==> config.mk <==
export PLATFORM = sky130hd
export DESIGN_NAME = mux4a2_descp_condl1_flat
export DESIGN_NICKNAME = d
export VERILOG_FILES = /design/src/rtl/mux4a2_descp_condl1_if.sv /design/src/rtl/mux4a2_descp_condl1.sv /design/src/flat_wrapper.sv
export SDC_FILE = /design/constraint.sdc
export NUM_CORES = 1
export LEC_CHECK = 0
export CELL_PAD_IN_SITES_DETAIL_PLACEMENT = 1
export CELL_PAD_IN_SITES_GLOBAL_PLACEMENT = 2
export CORE_MARGIN = 1
export CORE_UTILIZATION = 27
export CTS_CLUSTER_SIZE = 25
export DETAILED_ROUTE_END_ITERATION = 16
export GPL_TIMING_DRIVEN = 1
export PLACE_DENSITY_LB_ADDON = 0.1
export SYNTH_ARGS = -nofsm -noshare
export SYNTH_HDL_FRONTEND = slang
export SYNTH_SLANG_ARGS = --single-unit
==> constraint.sdc <==
create_clock -name clk_2f -period 1.5 [get_ports clk_2f]
set_clock_uncertainty 0.1 [all_clocks]
set_input_delay 0.3 -clock clk_2f [delete_from_list [all_inputs] [get_ports clk_2f]]
set_output_delay 0.3 -clock clk_2f [all_outputs]
set_load 0.03 [all_outputs]
==> src/rtl/mux4a2_descp_condl1_if.sv <==
// Bus bundle for the L1 4-to-2 transmit mux: four input lanes in, two interleaved lanes out.
interface mux4a2_descp_condl1_if;
  logic       valid0, valid1, valid2, valid3;
  logic [7:0] data_in0_muxL1, data_in1_muxL1, data_in2_muxL1, data_in3_muxL1;
  logic       validout0, validout1;
  logic [7:0] dataout0_muxL1, dataout1_muxL1;

  modport master (
    output valid0, valid1, valid2, valid3,
    output data_in0_muxL1, data_in1_muxL1, data_in2_muxL1, data_in3_muxL1,
    input  validout0, validout1, dataout0_muxL1, dataout1_muxL1
  );

  modport slave (
    input  valid0, valid1, valid2, valid3,
    input  data_in0_muxL1, data_in1_muxL1, data_in2_muxL1, data_in3_muxL1,
    output validout0, validout1, dataout0_muxL1, dataout1_muxL1
  );
endinterface

==> src/rtl/mux4a2_descp_condl1.sv <==
// L1 transmit mux: interleaves lanes 0/1 onto output 0 and lanes 2/3 onto output 1
// at twice the lane rate; counterpart of the L1 2-to-4 demux.

// One output lane: emits lane A on the even edge, and the lane B value captured
// on that same even edge one cycle later.
module mux4a2_descp_condl1_lane (
  input  logic       clk_2f,
  input  logic       reset_L,
  input  logic       phase,
  input  logic       va,
  input  logic [7:0] da,
  input  logic       vb,
  input  logic [7:0] db,
  output logic       validout,
  output logic [7:0] dataout
);
  logic [7:0] hold;
  logic       hv;

  always_ff @(posedge clk_2f) begin
    if (!reset_L) begin
      hold     <= '0;
      hv       <= 1'b0;
      validout <= 1'b0;
      dataout  <= '0;
    end else if (!phase) begin
      validout <= va;
      if (va) dataout <= da;
      hold     <= db;
      hv       <= vb;
    end else begin
      // odd edge ignores live inputs; an invalid slot leaves the data bus parked
      validout <= hv;
      if (hv) dataout <= hold;
    end
  end
endmodule

module mux4a2_descp_condl1 (
  input  logic                 clk_2f,
  input  logic                 reset_L,
  mux4a2_descp_condl1_if.slave bus
);
  typedef enum logic {PH_EVEN = 1'b0, PH_ODD = 1'b1} phase_t;

  phase_t state_q, state_d;

  logic [1:0]      va, vb, vout;
  logic [1:0][7:0] da, db, dout;

  always_ff @(posedge clk_2f) begin
    if (!reset_L) state_q <= PH_EVEN;
    else          state_q <= state_d;
  end

  always_comb begin
    state_d = state_q;
    case (state_q)
      PH_EVEN: state_d = PH_ODD;
      PH_ODD:  state_d = PH_EVEN;
      default: state_d = PH_EVEN;
    endcase
  end

  assign va = {bus.valid2, bus.valid0};
  assign vb = {bus.valid3, bus.valid1};
  assign da = {bus.data_in2_muxL1, bus.data_in0_muxL1};
  assign db = {bus.data_in3_muxL1, bus.data_in1_muxL1};

  for (genvar g = 0; g < 2; g++) begin : g_lane
    mux4a2_descp_condl1_lane u_lane (
      .clk_2f   (clk_2f),
      .reset_L  (reset_L),
      .phase    (state_q == PH_ODD),
      .va       (va[g]),
      .da       (da[g]),
      .vb       (vb[g]),
      .db       (db[g]),
      .validout (vout[g]),
      .dataout  (dout[g])
    );
  end

  assign bus.validout0      = vout[0];
  assign bus.validout1      = vout[1];
  assign bus.dataout0_muxL1 = dout[0];
  assign bus.dataout1_muxL1 = dout[1];
endmodule

==> src/flat_wrapper.sv <==
// flat-port wrapper written by rule: the top's interface ports become plain ports
module mux4a2_descp_condl1_flat 
  (clk_2f, reset_L, bus_valid0, bus_valid1, bus_valid2, bus_valid3, bus_data_in0_muxL1, bus_data_in1_muxL1, bus_data_in2_muxL1, bus_data_in3_muxL1, bus_validout0, bus_validout1, bus_dataout0_muxL1, bus_dataout1_muxL1);
  mux4a2_descp_condl1_if bus_i ();
  input  logic clk_2f;
  input  logic reset_L;
  input wire logic [$bits(bus_i.valid0)-1:0] bus_valid0;
  input wire logic [$bits(bus_i.valid1)-1:0] bus_valid1;
  input wire logic [$bits(bus_i.valid2)-1:0] bus_valid2;
  input wire logic [$bits(bus_i.valid3)-1:0] bus_valid3;
  input wire logic [$bits(bus_i.data_in0_muxL1)-1:0] bus_data_in0_muxL1;
  input wire logic [$bits(bus_i.data_in1_muxL1)-1:0] bus_data_in1_muxL1;
  input wire logic [$bits(bus_i.data_in2_muxL1)-1:0] bus_data_in2_muxL1;
  input wire logic [$bits(bus_i.data_in3_muxL1)-1:0] bus_data_in3_muxL1;
  output wire logic [$bits(bus_i.validout0)-1:0] bus_validout0;
  output wire logic [$bits(bus_i.validout1)-1:0] bus_validout1;
  output wire logic [$bits(bus_i.dataout0_muxL1)-1:0] bus_dataout0_muxL1;
  output wire logic [$bits(bus_i.dataout1_muxL1)-1:0] bus_dataout1_muxL1;
  assign bus_i.valid0 = bus_valid0;
  assign bus_i.valid1 = bus_valid1;
  assign bus_i.valid2 = bus_valid2;
  assign bus_i.valid3 = bus_valid3;
  assign bus_i.data_in0_muxL1 = bus_data_in0_muxL1;
  assign bus_i.data_in1_muxL1 = bus_data_in1_muxL1;
  assign bus_i.data_in2_muxL1 = bus_data_in2_muxL1;
  assign bus_i.data_in3_muxL1 = bus_data_in3_muxL1;
  assign bus_validout0 = bus_i.validout0;
  assign bus_validout1 = bus_i.validout1;
  assign bus_dataout0_muxL1 = bus_i.dataout0_muxL1;
  assign bus_dataout1_muxL1 = bus_i.dataout1_muxL1;
  mux4a2_descp_condl1 u_core (.clk_2f(clk_2f), .reset_L(reset_L), .bus(bus_i));
endmodule
Word level (Yosys, flattened, before mapping)
Cells that the tools add are included.

Eq/ne operators: 2. Mux-type cells: 9. Bitwise gates (word level): 1. Reduce and logical (&&, ||, !) cells: 4.

Operators with widths (count): $mux 8 (6); $ne 2x2->1 const B (2); $reduce_and 2->1 (2); $reduce_bool 2->1 (2); $mux 1 (2); $pmux 1 s2 (1); $not 1->1 (1).

Flip-flop bits (word level): 37. Input port bits: 38. Word-level logic and storage cells: 25.

Depth between registers and ports, before layout
Depth after elaboration: 2. Mapped depth: 5. Gate-level depth less buffers: 3.

By module
Synthesis repeated with hierarchy kept, for this count alone.

Cells, all modules: 138. Area, all modules: 1532.7 µm².

By module, submodules not included: mux4a2_descp_condl1_lane (instances 2, cells an instance 68, area an instance 749.5 µm², sequential area each 360.3 µm²); mux4a2_descp_condl1 (instances 1, cells an instance 2, area an instance 33.8 µm², sequential area each 20.0 µm²).

Worst setup path after synthesis
No wires, ideal clock.

Path type: register -> register. Start: register u_core.state_q. End: register u_core.g_lane[0].u_lane.dataout[0]. Setup time: 0.116 ns. Arrival: 1.109 ns. Data required time: 1.284 ns. Slack: 0.174 ns. Stages on the path, launching flop included: 5. Buffers on the path: 2. Clock period less this slack: 1.326 ns. Cell sequence: dfxtp_1 -> buf_6 -> mux2_4 -> buf_6 -> o211a_1.

Word-level cells in the longest chain between the ends: 2. Elaborated cells on any way between the ends: 4.

RTL lines: start: declaration (line mux4a2_descp_condl1.sv:46) `phase_t state_q, state_d;`; start signal: assignment (line mux4a2_descp_condl1.sv:53) `else state_q <= state_d;`; $ne 2x2->1 (no source line) or $reduce_bool 2->1 (tied branches); $reduce_and 2->1 (no source line); end signal: assignment (line mux4a2_descp_condl1.sv:34) `if (hv) dataout <= hold;`; end: declaration (line mux4a2_descp_condl1.sv:15) `output logic [7:0] dataout`.

Several ways; a longest one is shown, not always the timed one. A chain may end at the register's enable or synchronous reset.

Final worst setup path
Start: register u_core.g_lane[0].u_lane.dataout[2]. End: output bus_dataout0_muxL1[2].

RTL lines: end: declaration (line flat_wrapper.sv:17) `output wire logic [$bits(bus_i.dataout0_muxL1)-1:0] bus_dataout0_muxL1;`.

No word-level cell between the ends.

==> summary.log <==
[timing] maximum clock frequency 698 MHz
[place] count of buffers from port buffering 55
[detailed_routing] detailed-route wire length 3.41 mm
[outcome] run status finished clean
[finish] ant diodes 0
[clock_network] Clock H-tree levels 2
[finish] Layout Cells excl Fill 266
[yosys] ys async rst share 0
[yosys] synth unique cells 11
[detailed_routing] number of remaining DRC errors 0
[timing] count of pins over their slew limit 0
[power] ratio of total power to cell area 1020 nW/µm²
[power] Comb pwr share 0.212
[detailed_routing] post-detailed-route wirelength per cell 12.8 µm
[power] Internal Dissipation 1.68 mW
[power] leakage power figure 1.09 nW
[yosys] cell type with the largest total area after synthesis dfxtp_1
[place] post-DP HPWL 2.57 mm
[critical_path] Register-to-Register Setup Slack 0.21 ns
[critical_path] beginning of the critical path u_core.g_lane[0].u_lane.dataout[2]
[yosys] post-synthesis area per instance 11.3 µm²
[yosys] Yosys warnings 0
[detailed_routing] iteration-0 DRC count of the detailed router 72
[finish] final instance area 2240 µm²
[critical_path] max incr delay on CP 0.40 ns
[critical_path] Setup crit end kind primary output
[critical_path] highest fanout seen on the critical path 2
[clock_network] Clock Tree Buf Depth 2
[critical_path] cell type group with the largest total delay on the critical path buffers and inverters
[yosys] Gate Count Post-Synth 136
[power] worst vdd ir 0.404 mV
[critical_path] beginning of the worst register-to-register path u_core.state_q
[worst_hold_path] Worst Min Path Start u_core.g_lane[1].u_lane.dataout[5]
[timing] final cycle utilization of the critical path 0.956
[critical_path] slowest cell on the critical path dlygate4sd2_1
[yosys] cell with the most instances after synthesis dfxtp_1
[power] net load switching power 601 µW
[critical_path] nature of the critical path startpoint register
[clock_network] clock transition at the registers of the reported paths 0.07 ns
[critical_path] critical path cell sequence dlygate4sd2_1
[critical_path] capture point of the worst reg-to-reg path u_core.g_lane[1].u_lane.dataout[6]
[clock_network] Post-CTS Setup Bufs 0
[clock_network] clk_lat worst skew 0.28 ns
[worst_hold_path] Hold Path Class register to register
[clock_network] clock tree sinks 37
[finish] Fillers 618
[yosys] most frequent cells after synthesis dfxtp_1 (37), mux2i_1 (34), nor2b_1 (19)
[worst_hold_path] cell count of the worst hold path 1
[clock_network] clock tree from TritonCTS yes
[timing] number of endpoints failing setup at the final stage 0
[place] placed instance area 2170 µm²
[finish] Layout Area Growth over Synthesis 46.1%
[grt] via count of the first global-routing pass 1196
[grt] global-route usage over all layers 0.125
[detailed_routing] Detailed Routing Iterations Pass 1 4
[detailed_routing] via density per instance 4.37
[grt] number of antenna violations at the first check in global routing 0
[clock_network] TritonCTS buffer count 5
[timing] transition at the pin with the smallest max-transition slack 0.325 ns
[critical_path] WP data arrival 1.03 ns
[floorplanning] I/O pin cnt 56
[timing] Tmin final 1.43 ns
[job] count of maximum capacitance violations 0
[power] fraction of power spent switching nets 0.263
[yosys] post-synthesis sequential element count 37
[yosys] post-synth top area share 0.483
[critical_path] path depth of the worst reg2reg path 2
[critical_path] required time of the critical path 1.10 ns
[critical_path] Critical Setup Path Class register to primary output
[grt] largest net degree at the start of global routing 20
[grt] residual overflow from global routing 0
[timing] setup repair after global routing missed its margin false
[clock_network] clock root buffer clkbuf_8
[yosys] synthesized netlist net count 174
[floorplanning] initial cell density of the core 0.279
[timing] number of hold violations in the final report 0
[floorplanning] number of placement rows 27
[place] routability congestion estimate from global placement 0.671
[grt] first-pass GRT wire length 5.75 mm
[floorplanning] die area 5990 µm²
[timing] Worst Hold Margin 0.394 ns
[finish] fraction of layout cells with a size suffix above 1 0.0773
[yosys] sequential element share of the synthesized area 0.483
[yosys] summed instance area of the synthesized netlist 1530 µm²
[detailed_routing] Vias 1162
[yosys] Primary FF master, synth dfxtp_1
[power] clock share of power 0.303
[detailed_routing] antenna-violating nets left 0
[timing] worst slew margin relative to its limit 0.784
[yosys] cells taking the most area after synthesis dfxtp_1 (48%), mux2i_1 (22%), o211a_1 (10%)
[critical_path] crit path buf inv count 1
[power] proportion of power drawn by flip-flops and latches 0.485
[place] # placed instances 259
[yosys] number of enable-type register cells in the synthesized netlist 0
[finish] final layout net count 232
[floorplanning] die height 77.4 µm
[floorplanning] Die Wd 77.4 µm
[floorplanning] Core Area 5510 µm²
[worst_hold_path] endpoint with the worst hold slack u_core.g_lane[1].u_lane.dataout[5]
## what timing repair did
item                                   4_1_cts  5_1_grt
gates resized for setup                     18        1
endpoints found under the hold margin        0        0
hold buffers                                 0        0
setup endpoints to repair                   18        1
gates cloned                                 0        0
## registers in the layout (all words and copies together) (netlist names)
signal / count
u_core.g_lane.u_lane.dataout: 16
u_core.g_lane.u_lane.hold: 16
u_core.g_lane.u_lane.hv: 2
u_core.g_lane.u_lane.validout: 2
u_core.state_q: 1
## cells by family (layout without fill, tap and decap cells)
| logic type | Yosys count | after routing | share of synthesized area |
|---|---|---|---|
| flops | 37 | 37 | 0.483 |
| simple gates | 37 | 37 | 0.125 |
| mux | 36 | 36 | 0.241 |
| compound gates | 16 | 16 | 0.104 |
| buf+inv | 10 | 68 | 0.0465 |
## per-stage QoR
step	power [mW]	util	worst slack, ns	TNS, ns
finish	2.28	0.407	0.0664	0
global route	2.42	0.407	0.00747	0
CTS	2.33	0.406	0.0435	0
detailed placement	1.66	0.395	-0.0109	-0.0347
global placement	1.64	0.395	0.000384	0
floorplan	1.42	-	0.174	0
## layout by cell type (no fill, tap or decap), drive strengths merged
cell type and count:
dfxtp 37, mux2 2, mux2i 34, clkdlybuf4s50 37, nand2 16, nor2b 19, buf 6, o211a 16
clkbuf 7, and2 2, dlygate4sd2 18
## worst max-delay path by stage
stage                                          to  slack (ns)  depth (start not counted)
2_1_floorplan  u_core.g_lane[0].u_lane.dataout[0]        0.17                          4
3_3_place_gp   u_core.g_lane[0].u_lane.dataout[5]      0.0004                          3
3_5_place_dp   u_core.g_lane[1].u_lane.dataout[6]       -0.01                          3
4_1_cts                     bus_dataout0_muxL1[2]        0.04                          1
5_1_grt                     bus_dataout0_muxL1[0]       0.007                          1
6_report                    bus_dataout0_muxL1[2]        0.07                          1
## metal layers
metal / GRT usage / routed length [µm] / vias up
li1: - / - / 582
met1: 0.139 / 1410 / 537
met2: 0.216 / 1710 / 36
met3: 0.0424 / 227 / 7
met4: 0.0566 / 61 / 0
met5: 0 / 0 / -
## area by class of cell
| type | instances | area (µm²) | share of cell area |
|---|---|---|---|
| sequential | 37 | 744 | 0.332 |
| multi-input combinational | 89 | 722 | 0.322 |
| timing repair buffer | 61 | 598 | 0.267 |
| tap | 72 | 90.1 | 0.0402 |
| clock buffer | 7 | 86.3 | 0.0385 |
## power by group through the flow
stage	Combinational, mW	Sequential [mW]	Clock (mW)
final	0.485	1.11	0.691
after global routing	0.527	1.12	0.770
after CTS	0.494	1.11	0.725
after detailed placement	0.523	1.14	0
after global placement	0.513	1.13	0
after floorplan	0.217	1.21	0
(Power assumes the default switching activity.)
